$ cat src/rtl/instr_loader_pkg.sv
// Shared debug-unit definitions: command codes, status bytes and the
// program-loader state encoding.
package instr_loader_pkg;

  localparam logic [7:0] CMD_LOAD     = 8'h07;
  localparam logic [7:0] STATUS_READY = 8'h52;
  localparam logic [7:0] STATUS_ERR   = 8'h45;

  typedef logic [2:0] state_t;

  localparam state_t IDLE        = 3'd0;
  localparam state_t WAIT_COUNT  = 3'd1;
  localparam state_t RECV        = 3'd2;
  localparam state_t WRITE       = 3'd3;
  localparam state_t SEND_STATUS = 3'd4;
  localparam state_t WAIT_TX     = 3'd5;

endpackage

$ cat src/rtl/loader_timeout.sv
// Saturating inter-byte idle counter; o_expired stays high once LIMIT idle
// cycles have elapsed since the last clear.
module loader_timeout #(
  parameter int unsigned LIMIT = 2000000
) (
  input  logic i_clk,
  input  logic i_rst,
  input  logic i_clr,
  output logic o_expired
);

  localparam int W = $clog2(LIMIT + 1);

  logic [W-1:0] count_q;

  always_ff @(posedge i_clk) begin
    if (i_rst || i_clr) begin
      count_q <= '0;
    end else if (count_q != W'(LIMIT)) begin
      count_q <= count_q + 1'b1;
    end
  end

  assign o_expired = (count_q == W'(LIMIT));

endmodule

$ cat src/rtl/instr_loader.sv
// Debug program loader: receives a word count and little-endian instruction
// bytes from the UART, writes them to instruction memory and reports status.
module instr_loader
  import instr_loader_pkg::*;
#(
  parameter int unsigned SIZE            = 32,
  parameter int unsigned MAX_INSTRUCTION = 64,
  parameter int unsigned ADDR_WIDTH      = $clog2(MAX_INSTRUCTION),
  parameter int unsigned TIMEOUT_CYCLES  = 2000000
) (
  input  logic                  i_clk,
  input  logic                  i_rst,
  input  logic                  i_start,
  input  logic [7:0]            i_rx_data,
  input  logic                  i_rx_valid,
  input  logic                  i_tx_done,
  output logic [7:0]            o_tx_data,
  output logic                  o_tx_start,
  output logic                  o_mem_we,
  output logic [ADDR_WIDTH-1:0] o_mem_addr,
  output logic [SIZE-1:0]       o_mem_data,
  output logic                  o_busy,
  output logic                  o_done,
  output logic                  o_error,
  output logic [ADDR_WIDTH:0]   o_instr_count,
  output state_t                o_state
);

  // Handshake: i_rx_valid and i_tx_done are single-cycle strobes with no
  // back-pressure; o_tx_start is a level held until the i_tx_done strobe.
  localparam int unsigned BYTES = SIZE / 8;
  localparam int unsigned BW    = (BYTES > 1) ? $clog2(BYTES) : 1;

  state_t                state_q, state_d;
  logic [7:0]            n_q, n_d;
  logic [ADDR_WIDTH:0]   word_idx_q, word_idx_d, word_next;
  logic [BW-1:0]         byte_idx_q, byte_idx_d, cur_byte;
  logic [SIZE-1:0]       asm_q, asm_d;
  logic [7:0]            status_q, status_d;
  logic [7:0]            tx_data_d;
  logic                  tx_start_d, mem_we_d, busy_d, done_d, error_d;
  logic [ADDR_WIDTH-1:0] mem_addr_d;
  logic [SIZE-1:0]       mem_data_d;
  logic [ADDR_WIDTH:0]   instr_count_d;
  logic                  tmo_clr, tmo_expired;
  logic                  last_word, capture, word_full, count_bad;

  loader_timeout #(.LIMIT(TIMEOUT_CYCLES)) u_timeout (
    .i_clk     (i_clk),
    .i_rst     (i_rst),
    .i_clr     (tmo_clr),
    .o_expired (tmo_expired)
  );

  assign tmo_clr   = !(state_q == WAIT_COUNT || state_q == RECV) || i_rx_valid;
  assign word_next = word_idx_q + 1'b1;
  assign last_word = (32'(word_next) == 32'(n_q));
  // A byte arriving during WRITE belongs to the next word, if there is one.
  assign capture   = i_rx_valid && (state_q == RECV || (state_q == WRITE && !last_word));
  assign cur_byte  = (state_q == WRITE) ? '0 : byte_idx_q;
  assign word_full = capture && (32'(cur_byte) == BYTES - 1);
  assign count_bad = (32'(i_rx_data) > MAX_INSTRUCTION);

  always_ff @(posedge i_clk) begin
    if (i_rst) state_q <= IDLE;
    else       state_q <= state_d;
  end

  always_comb begin
    state_d = state_q;
    case (state_q)
      IDLE:        if (i_start) state_d = WAIT_COUNT;
      WAIT_COUNT: begin
        if (i_rx_valid) state_d = (i_rx_data == 8'd0 || count_bad) ? SEND_STATUS : RECV;
        else if (tmo_expired) state_d = SEND_STATUS;
      end
      RECV: begin
        if (word_full) state_d = WRITE;
        else if (!i_rx_valid && tmo_expired) state_d = SEND_STATUS;
      end
      WRITE: begin
        if (last_word)      state_d = SEND_STATUS;
        else if (word_full) state_d = WRITE;
        else                state_d = RECV;
      end
      SEND_STATUS: state_d = WAIT_TX;
      WAIT_TX:     if (i_tx_done) state_d = IDLE;
      default:     state_d = IDLE;
    endcase
  end

  always_comb begin
    n_d           = n_q;
    word_idx_d    = word_idx_q;
    byte_idx_d    = byte_idx_q;
    asm_d         = asm_q;
    status_d      = status_q;
    tx_data_d     = o_tx_data;
    tx_start_d    = o_tx_start;
    mem_we_d      = 1'b0;
    mem_addr_d    = o_mem_addr;
    mem_data_d    = o_mem_data;
    busy_d        = o_busy;
    done_d        = 1'b0;
    error_d       = o_error;
    instr_count_d = o_instr_count;

    if (capture) begin
      asm_d[8*int'(cur_byte) +: 8] = i_rx_data;
      byte_idx_d = word_full ? '0 : cur_byte + 1'b1;
    end else if (state_q == WRITE) begin
      byte_idx_d = '0;
    end
    if (word_full) begin
      mem_we_d   = 1'b1;
      mem_data_d = asm_d;
      mem_addr_d = (state_q == WRITE) ? word_next[ADDR_WIDTH-1:0] : word_idx_q[ADDR_WIDTH-1:0];
    end

    case (state_q)
      IDLE: begin
        if (i_start) begin
          busy_d     = 1'b1;
          error_d    = 1'b0;
          word_idx_d = '0;
          byte_idx_d = '0;
        end
      end
      WAIT_COUNT: begin
        if (i_rx_valid) begin
          n_d = i_rx_data;
          if (i_rx_data == 8'd0) begin
            status_d      = STATUS_READY;
            instr_count_d = '0;
          end else if (count_bad) begin
            status_d      = STATUS_ERR;
            error_d       = 1'b1;
            instr_count_d = '0;
          end
        end else if (tmo_expired) begin
          status_d      = STATUS_ERR;
          error_d       = 1'b1;
          instr_count_d = word_idx_q;
        end
      end
      RECV: begin
        if (!i_rx_valid && tmo_expired) begin
          status_d      = STATUS_ERR;
          error_d       = 1'b1;
          instr_count_d = word_idx_q;
        end
      end
      WRITE: begin
        word_idx_d = word_next;
        if (last_word) begin
          status_d      = STATUS_READY;
          instr_count_d = word_next;
        end
      end
      SEND_STATUS: begin
        tx_data_d  = status_q;
        tx_start_d = 1'b1;
      end
      WAIT_TX: begin
        if (i_tx_done) begin
          tx_start_d = 1'b0;
          done_d     = 1'b1;
          busy_d     = 1'b0;
        end
      end
      default: ;
    endcase
  end

  always_ff @(posedge i_clk) begin
    if (i_rst) begin
      n_q           <= '0;
      word_idx_q    <= '0;
      byte_idx_q    <= '0;
      asm_q         <= '0;
      status_q      <= '0;
      o_tx_data     <= '0;
      o_tx_start    <= 1'b0;
      o_mem_we      <= 1'b0;
      o_mem_addr    <= '0;
      o_mem_data    <= '0;
      o_busy        <= 1'b0;
      o_done        <= 1'b0;
      o_error       <= 1'b0;
      o_instr_count <= '0;
    end else begin
      n_q           <= n_d;
      word_idx_q    <= word_idx_d;
      byte_idx_q    <= byte_idx_d;
      asm_q         <= asm_d;
      status_q      <= status_d;
      o_tx_data     <= tx_data_d;
      o_tx_start    <= tx_start_d;
      o_mem_we      <= mem_we_d;
      o_mem_addr    <= mem_addr_d;
      o_mem_data    <= mem_data_d;
      o_busy        <= busy_d;
      o_done        <= done_d;
      o_error       <= error_d;
      o_instr_count <= instr_count_d;
    end
  end

  assign o_state = state_q;

endmodule

$ cat config.mk
export PLATFORM = sky130hd
export DESIGN_NAME = instr_loader
export DESIGN_NICKNAME = d
export VERILOG_FILES = /design/src/rtl/instr_loader_pkg.sv /design/src/rtl/loader_timeout.sv /design/src/rtl/instr_loader.sv
export SDC_FILE = /design/constraint.sdc
export NUM_CORES = 1
export LEC_CHECK = 0
export ABC_CLOCK_PERIOD_IN_PS = 4250
export BUFFER_PORTS_ARGS = -buffer_cell sky130_fd_sc_hd__buf_2
export CORE_MARGIN = 2
export CORE_UTILIZATION = 41
export CTS_CLUSTER_DIAMETER = 150
export DETAILED_ROUTE_END_ITERATION = 12
export GPL_ROUTABILITY_DRIVEN = 0
export PLACE_DENSITY = 0.64
export SLEW_MARGIN = 20
export SYNTH_ARGS = -nofsm -noshare
export SYNTH_HDL_FRONTEND = slang
export SYNTH_SLANG_ARGS = --single-unit
export TNS_END_PERCENT = 1
$ cat constraint.sdc
create_clock -name i_clk -period 4.25 [get_ports i_clk]
set_input_delay 0.6375 -clock i_clk [delete_from_list [all_inputs] [get_ports i_clk]]
set_output_delay 0.6375 -clock i_clk [all_outputs]
set_load 0.01 [all_outputs]
==> metrics.md, run 1 <==
| Metric | Value |
|---|---|
| Root Driver | `clkbuf_16` |
| Post-synthesis sequential area ratio | `a little over two fifths` |
| ANT cells | `0` |
| Leak | `between 2 and 3 nW` |
| Die Y | `122 um` |
| Grt ovf | `0` |
| Period minus WS final | `3.06 ns` |
| Max VDD drop | `approximately 0.24 mV` |
| Most area-consuming cells after synthesis | `dfxtp_1 42%, mux2i_1 8.9%, nor2_1 6.2%` |
| Count leader, synth | `dfxtp_1` |
| RSZ-0062 raised after global routing | `false` |
| Clk slew on worst S/H paths | `roughly 0.050 ns` |
| Io pins | `74` |
| Die Wd | `around 120 um` |
| Port buffer count | `70` |
| Startpoint types | `flip-flop` |
| Routed len/inst | `about 16 um` |
| Top_reg_cell synth | `dfxtp_1` |
| Clk buf depth | `2` |
| Number of synthesized register bits | `121` |
| Die footprint | `~15000 um2` |
| Worst-skew pair later-pin latency | `0.41 ns` |
| Worst-margin pin slew | `around 0.92 ns` |
| Detailed Route WL | `14000 um` |
| Clock Skew | `0.00773 ns` |
| Vias post-DR | `between 4000 and 5000` |
| Hold Violations, Final | `0` |
| Iter 0 DRT Violations | `between 300 and 400` |
| Hold Path Class | `reg2reg` |
| R2r endpoint | `o_mem_addr[1]$_SDFFE_PP0P_` |
| CTS tree | `done` |
| Post-CTS Setup Bufs | `0` |
| Max frequency | `between 300 and 400 MHz` |
| Crit. End Element | `flip-flop` |
| Post-synth EDFFs | `0` |
| DRC Markers | `0` |
| Yosys Warn Count | `0` |
| WP data arrival | `between 3 and 4 ns` |
| Distinct cells, synth | `61` |
| Initial antenna violation count | `0` |
| Total GRT Usage | `19.4%` |
| Via/cell ratio | `approximately 5.3` |
| Endpoints failing setup | `0` |
| DR pass1 iterations | `5` |
| Num CTS Buffers | `17` |
| Htree depth | `4` |
| Post-Place Worst Slack | `between 1 and 1.5 ns` |
| Max-cap violations | `0` |
| Slew Viols, Final | `0` |
| Core Util, Final | `around half` |
| CTS resizes | `0` |
| Worst Path Required | `between 4 and 5 ns` |
| Worst hold path endpoint | `o_tx_data[6]$_SDFFE_PP0P_` |
| Flop-to-flop setup slack | `1.19 ns` |
| Hold path depth | `2` |
| Worst Reg-to-Reg Cells | `10` |
| Core footprint | `~14000 um2` |
| Setup WS post-layout | `~1.2 ns` |
| Crit path max fanout | `28` |
| Slew margin rel. | `about two fifths` |
| Setup Crit Path Kind | `reg2reg` |
| Final Cycle Share | `72.0%` |
| Post-synth ARST share | `0%` |
| Largest net degree at the start of global routing | `88` |
| Synth Cell Area | `between 5000 and 6000 um2` |
| Synth area leader | `dfxtp_1` |
| Layout cells sized above 1 | `~16%` |
| Vias in the first global route | `~4500` |
| Starting Density | `41.6%` |
| Area share of the largest cell type after synthesis | `approximately 42%` |
| First-pass GRT wire length | `around 22000 um` |
| Status | `finished, final reports clean` |
| Hold path start | `o_tx_data[6]$_SDFFE_PP0P_` |
| Post-synth top cells | `121 x dfxtp_1, 94 x nor2_1, 57 x nand2_1, 51 x mux2i_1, 40 x a21oi_1` |
| Row Count | `43` |
| Setup TNS | `0 ns` |
| Area delta synth->final | `18.1%` |
| Number of buffers inserted by hold repair at cts | `0` |
| Final net count | `roughly 730` |
| P per Cell Area | `425 nW/um2` |
| Hpwl dp | `approximately 9600 um` |
| Placed cell count | `~870` |
| FF-to-FF Start | `o_state[2]$_SDFFE_PP0P_` |
| Final Non-Filler Cells | `between 800 and 900` |
| Clk sinks | `approximately 120` |
| Mapped Avg Cell Area | `8.78 um2` |
| Post-synthesis instance total | `650` |
| Final ANT Viol Nets | `0` |
[layer usage]
metal  up-vias  global-route usage (%)  share of wire [%]
met4         0                    6.75               0.97
li1       2393                       -                  -
met3         8                    5.43                4.8
met1      2262                    26.1                 48
met5         -                       0                  0
met2       110                    29.7                 47
[cell usage in the layout, fill, tap and decap left out, types with 2 or more instances in the layout]
cell,Yosys,layout
nor2_2,2,2
a311oi_1,7,7
dfxtp_1,121,121
a22o_1,8,8
o31ai_1,2,2
nor2b_1,2,2
or2_2,2,2
a211oi_1,27,27
and2_1,28,28
o21ai_0,20,20
clkbuf_8,0,6
buf_2,6,70
xor2_1,14,14
a31o_2,2,2
ha_1,9,9
and3_1,12,12
conb_1,1,3
nor4_1,3,3
or4b_1,2,2
buf_4,5,7
nand3_1,13,13
nand4_1,4,4
xnor2_1,14,14
nor3_1,12,12
and4_1,4,4
mux2i_1,51,51
or3_1,4,4
clkbuf_1,26,7
or4_1,2,2
nand2b_1,6,6
o211a_1,2,2
clkbuf_16,0,17
nor2_1,94,94
a31oi_1,3,3
nand3b_1,2,2
a41oi_2,4,3
inv_1,12,12
nand2_1,57,57
a21oi_1,40,40
[power by group]
part	switching [W]	leakage [nW]	internal, W
clock	0.000473	0.275	0.000895
sequential	0.0000257	0.977	0.00117
combinational	0.000193	1.31	0.000103
total	0.000692	2.57	0.00217
[worst max-delay path, cell delays in order, from the launching register on]
cell	delay (ns)
dfxtp_1	0.55
nand3b_1	0.16
buf_4	0.24
nand2_1	0.19
inv_1	0.17
ha_1	0.27
nand2_1	0.11
a41oi_4	0.53
buf_4	0.41
nor2_1	0.08
a311oi_1	0.25
[how the worst max path moves through the flow]
stage / slack (ns) / endpoint / cells after the start / from
2_1_floorplan: 1.16 / asm_q[16]$_SDFF_PP0_ / 12 / o_state[2]$_SDFFE_PP0P_
3_3_place_gp: 1.37 / o_mem_addr[2]$_SDFFE_PP0P_ / 10 / o_state[2]$_SDFFE_PP0P_
3_5_place_dp: 1.23 / o_mem_addr[1]$_SDFFE_PP0P_ / 10 / o_state[2]$_SDFFE_PP0P_
4_1_cts: 1.21 / o_mem_addr[1]$_SDFFE_PP0P_ / 10 / o_state[2]$_SDFFE_PP0P_
5_1_grt: 0.92 / o_mem_addr[1]$_SDFFE_PP0P_ / 10 / o_state[2]$_SDFFE_PP0P_
6_report: 1.19 / o_mem_addr[1]$_SDFFE_PP0P_ / 10 / o_state[2]$_SDFFE_PP0P_
[through the flow]
step | hold slack, ns | power, W | instance area, um2
CTS | 0.465 | 0.00288 | 6740
floorplan | 0.428 | 0.00142 | 5720
detailed placement | 0.454 | 0.00151 | 6170
finish | 0.462 | 0.00286 | 6740
global route | 0.485 | 0.00297 | 6740
global placement | 0.450 | 0.00151 | 6170
[kinds of logic after synthesis]
logic type / count (synthesis) / share of synthesized area (%)
buffers and inverters: 53 / 3.95
xor gates and xnor gates: 29 / 4.58
muxes: 52 / 9.14
AOI/OAI and AO/OA: 127 / 15.5
DFF: 121 / 42.4
other: 1 / 0.0657
and+or+nand+nor: 258 / 22.4
adders and majority gates: 9 / 1.97
[sequential cells by signal (all words and copies together), names as in the netlist]
signal             flops
asm_q                 24
byte_idx_q             2
n_q                    8
o_busy                 1
o_done                 1
o_error                1
o_instr_count          7
o_mem_addr             6
o_mem_data            32
o_mem_we               1
o_state                3
o_tx_data              3
o_tx_start             1
status_q               3
u_timeout.count_q     21
word_idx_q             7
[final cells by class]
cell class                      count  area, um2
Fill cell                        1315       6980
Multi-Input combinational cell    478       3080
Sequential cell                   121       2420
Clock buffer                       30        534
Timing Repair Buffer               77        403
Tap cell                          180        225
Inverter                           12       45.0
Clock inverter                      1       30.0
(Power assumes the default switching activity.)
==> run 2: changes to the inputs <==
--- a/config.mk
+++ b/config.mk
@@ -5,7 +5,7 @@
 export SDC_FILE = /design/constraint.sdc
 export NUM_CORES = 1
 export LEC_CHECK = 0
-export ABC_CLOCK_PERIOD_IN_PS = 4250
+export ABC_CLOCK_PERIOD_IN_PS = 3050
 export BUFFER_PORTS_ARGS = -buffer_cell sky130_fd_sc_hd__buf_2
 export CORE_MARGIN = 2
 export CORE_UTILIZATION = 41
==> constraint.sdc (replaced) <==
create_clock -name i_clk -period 3.05 [get_ports i_clk]
set_input_delay 0.4575 -clock i_clk [delete_from_list [all_inputs] [get_ports i_clk]]
set_output_delay 0.4575 -clock i_clk [all_outputs]
set_load 0.01 [all_outputs]
==> run 2 against run 1 <==
  * Global-route usage fell by 0.12 points
  * Sequential power rose by 38%
  * Sequential cell count did not move
  * Core utilization rose by 0.69 points
  * Worst setup slack got worse by 0.90 ns
  * Combinational power rose by 44%
  * Final area rose by 1.4%
  * First-iteration DRC count fell by 7.0%
  * Cell count rose by 0.78%
  * Routed wire length fell by 2.7%
  * Largest cell class unchanged
==> metrics.md, run 2 (same netlist as run 1, synthesis figures left out) <==
| Metric | Value |
|---|---|
| Status | `finished, final reports clean` |
| CTS resizes | `0` |
| Largest register by flop count | `o_mem_data` |
| Clk sinks | `121` |
| Core footprint | `~14000 um2` |
| Largest net degree at the start of global routing | `56` |
| Number of buffers inserted by hold repair at cts | `0` |
| Most frequent cells in the layout | `121 x dfxtp_1, 94 x nor2_1, 70 x buf_2` |
| Most common cell after layout, fill and taps aside | `dfxtp_1` |
| Htree depth | `4` |
| Area delta synth->final | `19.7%` |
| Root Driver | `clkbuf_16` |
| Max-cap violations | `0` |
| Detailed Route WL | `roughly 14000 um` |
| Num CTS Buffers | `17` |
| Iter 0 DRT Violations | `291` |
| Fillcell total | `1284` |
| Period minus WS final | `2.76 ns` |
| Post-CTS Setup Bufs | `0` |
| Leak | `approximately 2.6 nW` |
| P per Cell Area | `roughly 590 nW/um2` |
| Final net count | `~740` |
| DR pass1 iterations | `4` |
| Setup Crit Path Kind | `reg2reg` |
| Busiest grt layer | `met2` |
| Clk buf depth | `2` |
| Slew margin rel. | `43.0%` |
| Setup TNS | `0 ns` |
| ANT cells | `0` |
| Top flop regs | `o_mem_data: 32 flops, asm_q: 24 flops, u_timeout.count_q: 21 flops` |
| Vias post-DR | `between 4000 and 5000` |
| Starting Density | `41.6%` |
| First-pass GRT wire length | `22600 um` |
| Largest register FFs | `32` |
| Port buffer count | `70` |
| Hpwl dp | `between 9000 and 10000 um` |
| Die Wd | `approximately 120 um` |
| Final ANT Viol Nets | `0` |
| Grt ovf | `0` |
| Max frequency | `approximately 360 MHz` |
| Met3 track demand over resource | `between 5 and 6%` |
| Startpoint types | `flip-flop` |
| Die Y | `roughly 120 um` |
| Met1 usage | `25.7%` |
| Hold Path Class | `in2reg` |
| WP data arrival | `about 3.1 ns` |
| Layout cells sized above 1 | `between 10% and 20%` |
| DRC Markers | `0` |
| Worst Path Required | `3.41 ns` |
| Initial antenna violation count | `0` |
| Routed len/inst | `approximately 15 um` |
| Via/cell ratio | `about 5.3` |
| Clk slew on worst S/H paths | `0.05 ns` |
| Worst-skew pair later-pin latency | `about 0.42 ns` |
| Vias in the first global route | `between 4000 and 5000` |
| M2 GR Usage | `30.3%` |
| Slew Viols, Final | `0` |
| Max VDD drop | `approximately 0.37 mV` |
| CTS tree | `done` |
| Power Total | `0.00407 W` |
| Die footprint | `14900 um2` |
| Io pins | `74` |
| Clock Skew | `about 0.011 ns` |
| Crit. End Element | `flip-flop` |
| Worst-margin pin slew | `about 0.85 ns` |
| Final Cycle Share | `90.6%` |
| Total GRT Usage | `19.2%` |
| Hold slack | `around 0.35 ns` |
| Row Count | `43` |
| Endpoints failing setup | `0` |
| Crit path max fanout | `37` |
| Hold Violations, Final | `0` |
| RSZ-0062 raised after global routing | `false` |
## run 2: power breakdown
part	internal [W]	switching [W]
Sequential	0.00163	0.0000300
Combinational	0.000151	0.000274
Clock	0.00126	0.000716
Total	0.00305	0.00102
## run 2: per-stage QoR
step	setup WS (ns)	util [%]	cells	instance area (um2)
floorplan	0.0168	-	652	5730
global placement	0.498	45.5	874	6240
global route	0.0407	49.8	906	6830
detailed placement	0.305	45.5	874	6240
finish	0.287	49.8	906	6830
CTS	0.292	49.8	906	6830
## run 2: worst max-delay path: stages (launching register included)
cell and delay, ns:
dfxtp_1 0.45, ha_1 0.29, and3_1 0.28, a21oi_1 0.09
and4b_1 0.52, a41oi_4 0.33, buf_12 0.26, nor2_2 0.27
a22o_1 0.18
## run 2: path summary, 6_finish.rpt
kind | start | endpoint | slack, ns | cells past startpoint
max | word_idx_q[0]$_SDFFE_PP0P_ | o_mem_data[25]$_SDFFE_PP0P_ | 0.29 | 8
min | i_tx_done | o_done$_SDFF_PP0_ | 0.35 | 3
min reg2reg | o_tx_data[6]$_SDFFE_PP0P_ | o_tx_data[6]$_SDFFE_PP0P_ | 0.46 | 2
max reg2reg | word_idx_q[0]$_SDFFE_PP0P_ | o_mem_data[25]$_SDFFE_PP0P_ | 0.29 | 8
## run 2: cell type report
class                   instances  area, um2  area share [%]
multi-input cells             478       3090            45.2
flip-flops and latches        121       2420            35.4
well taps                     180        225            3.30
clock inverters                11        120            1.76
repair buffers                 83        460            6.74
inverters                      12       45.0           0.659
clock buffers                  21        470            6.88
## run 2: metal layers
layer	vias up	routed length, um
met5	-	0
met4	0	138
met3	16	634
met2	117	6290
met1	2250	6530
li1	2413	-
==> run 3: changes to the inputs <==
--- a/config.mk
+++ b/config.mk
@@ -6,13 +6,14 @@
 export NUM_CORES = 1
 export LEC_CHECK = 0
 export ABC_CLOCK_PERIOD_IN_PS = 3050
-export BUFFER_PORTS_ARGS = -buffer_cell sky130_fd_sc_hd__buf_2
 export CORE_MARGIN = 2
 export CORE_UTILIZATION = 41
+export CTS_BUF_LIST = sky130_fd_sc_hd__clkbuf_2 sky130_fd_sc_hd__clkbuf_4 sky130_fd_sc_hd__clkbuf_8
 export CTS_CLUSTER_DIAMETER = 150
 export DETAILED_ROUTE_END_ITERATION = 12
+export DONT_BUFFER_PORTS = 1
 export GPL_ROUTABILITY_DRIVEN = 0
-export PLACE_DENSITY = 0.64
+export PLACE_DENSITY = 0.59
 export SLEW_MARGIN = 20
 export SYNTH_ARGS = -nofsm -noshare
 export SYNTH_HDL_FRONTEND = slang
==> run 3 against run 2 <==
  * Power is 17% lower
  * Maximum frequency rose by 3.1%
  * Sequential power barely moved
  * Die area is the same
  * Combinational power down 19%
  * Cell count shrank 8.2%
  * Core utilization shrank 4.2 points
  * Via count is 5.3% lower
  * Routed wire length decreased by 1.4%
  * Non-clock buffer count shrank 70
  * Final area shrank 8.4%
  * Critical endpoint is now o_mem_data[26]$_SDFFE_PP0P_
==> metrics.md, run 3 (same netlist as run 1, synthesis figures left out) <==
| Metric | Value |
|---|---|
| Number of buffers inserted by hold repair at cts | `0` |
| Vias in the first global route | `approximately 4400` |
| Most common cell after layout, fill and taps aside | `dfxtp_1` |
| Startpoint types | `flip-flop` |
| Root Driver | `clkbuf_8` |
| Post-DP Area | `approximately 6000 um2` |
| Clock Power Share | `roughly two fifths` |
| Hpwl dp | `~9000 um` |
| Leak | `approximately 2.2 nW` |
| CTS resizes | `0` |
| Die footprint | `14900 um2` |
| Setup Crit Path Kind | `reg2reg` |
| Placed cell count | `between 800 and 900` |
| Worst-skew pair later-pin latency | `about 0.43 ns` |
| Crit path max fanout | `37` |
| Starting Density | `41.6%` |
| Setup TNS | `0 ns` |
| Multi-input gate area | `3090 um2` |
| Grt ovf | `0` |
| Top flop regs | `o_mem_data: 32 flops, asm_q: 24 flops, u_timeout.count_q: 21 flops` |
| Slew margin rel. | `just over 40%` |
| Gate power share | `between 10% and 20%` |
| Htree depth | `4` |
| Area delta synth->final | `9.64%` |
| Largest net degree at the start of global routing | `between 80 and 90` |
| Max frequency | `about 370 MHz` |
| Final net count | `about 670` |
| ANT cells | `0` |
| Most frequent cells in the layout | `121 x dfxtp_1, 94 x nor2_1, 57 x nand2_1` |
| Sw power | `0.000848 W` |
| Max-cap violations | `0` |
| Hold Path Class | `in2reg` |
| Die Wd | `122 um` |
| Endpoints failing setup | `0` |
| Via/cell ratio | `around 5.5` |
| Core footprint | `between 10000 and 15000 um2` |
| Worst-margin pin slew | `0.886 ns` |
| Num CTS Buffers | `17` |
| Layout cells sized above 1 | `under 10%` |
| Clk slew on worst S/H paths | `0.07 ns` |
| CTS tree | `done` |
| DR pass1 iterations | `5` |
| Switch share | `about 25%` |
| Post-Place Worst Slack | `about 0.42 ns` |
| Row Count | `43` |
| P per Cell Area | `about 540 nW/um2` |
| Reg power frac | `approximately half` |
| Worst Path Required | `approximately 3.4 ns` |
| Post-CTS Setup Bufs | `0` |
| WP data arrival | `~3 ns` |
| Largest register FFs | `32` |
| Final Cycle Share | `slightly below 90%` |
| Fillcell total | `~1300` |
| Routed len/inst | `approximately 16 um` |
| DRC Markers | `0` |
| Setup WS post-layout | `0.371 ns` |
| Slew Viols, Final | `0` |
| Largest register by flop count | `o_mem_data` |
| Port buffer count | `0` |
| Storage element area | `2420 um2` |
| Initial antenna violation count | `0` |
| P_int | `around 0.0025 W` |
| Period minus WS final | `approximately 2.7 ns` |
| Max VDD drop | `roughly 0.3 mV` |
| Flop-to-flop setup slack | `approximately 0.37 ns` |
| Detailed Route WL | `13400 um` |
| Status | `finished, final reports clean` |
| Die Y | `around 120 um` |
| Io pins | `74` |
| Clk buf depth | `2` |
| Final ANT Viol Nets | `0` |
| Clock Skew | `~0.011 ns` |
| RSZ-0062 raised after global routing | `false` |
| Clk sinks | `121` |
| Total GRT Usage | `roughly a fifth` |
| First-pass GRT wire length | `22100 um` |
| Hold Violations, Final | `0` |
| Final Non-Filler Cells | `between 800 and 900` |
| Vias post-DR | `about 4500` |
| Iter 0 DRT Violations | `258` |
| Crit. End Element | `flip-flop` |
| Power Total | `between 0.003 and 0.004 W` |
| Layout Cell Area excl Fill | `around 6300 um2` |
run 3: metal layers:
layer,wire length (um),track usage (%),vias to the layer above,part of all wire (%)
li1,-,-,2266,-
met1,6260,23.9,2176,47
met2,6180,30.0,90,46
met3,820,6.37,11,6.1
met4,148,6.90,0,1.1
met5,0,0,-,0
run 3: power by group through the flow:
stage | registers, W | logic (W) | clock network [W]
6_report | 0.00168 | 0.000345 | 0.00134
5_1_grt | 0.00168 | 0.000385 | 0.00145
4_1_cts | 0.00168 | 0.000345 | 0.00138
3_5_place_dp | 0.00171 | 0.000343 | 0
3_3_place_gp | 0.00171 | 0.000337 | 0
2_1_floorplan | 0.00171 | 0.000276 | 0
run 3: worst paths after layout:
kind,startpoint,end,cells past startpoint
max,word_idx_q[0]$_SDFFE_PP0P_,o_mem_data[26]$_SDFFE_PP0P_,8
min,i_rst,o_tx_start$_SDFFE_PP0P_,1
max reg2reg,word_idx_q[0]$_SDFFE_PP0P_,o_mem_data[26]$_SDFFE_PP0P_,8
min reg2reg,status_q[4]$_SDFFE_PP0P_,o_tx_data[4]$_SDFFE_PP0P_,2
run 3: cell type report:
cell class	count	share of cell area [%]
repair buffers	13	1.76
clock buffers	25	5.20
clock inverters	3	0.640
inverters	12	0.720
well taps	180	3.60
flip-flops and latches	121	38.7
multi-input cells	478	49.4
run 3: worst max-delay path, cell delays in order (launching register included):
cell and delay, ns:
dfxtp_1 0.47, ha_1 0.31, and3_1 0.29, a21oi_1 0.09, and4b_1 0.32, a41oi_4 0.35, buf_12 0.30, nor2_2 0.28
a22o_1 0.19
run 3: metrics by stage:
step / util [%] / hold slack [ns]
after global placement: 43.0 / 0.452
after global routing: 45.6 / 0.0577
after CTS: 45.6 / 0.0625
after detailed placement: 43.0 / 0.455
final: 45.6 / 0.0875
after floorplan: - / 0.428
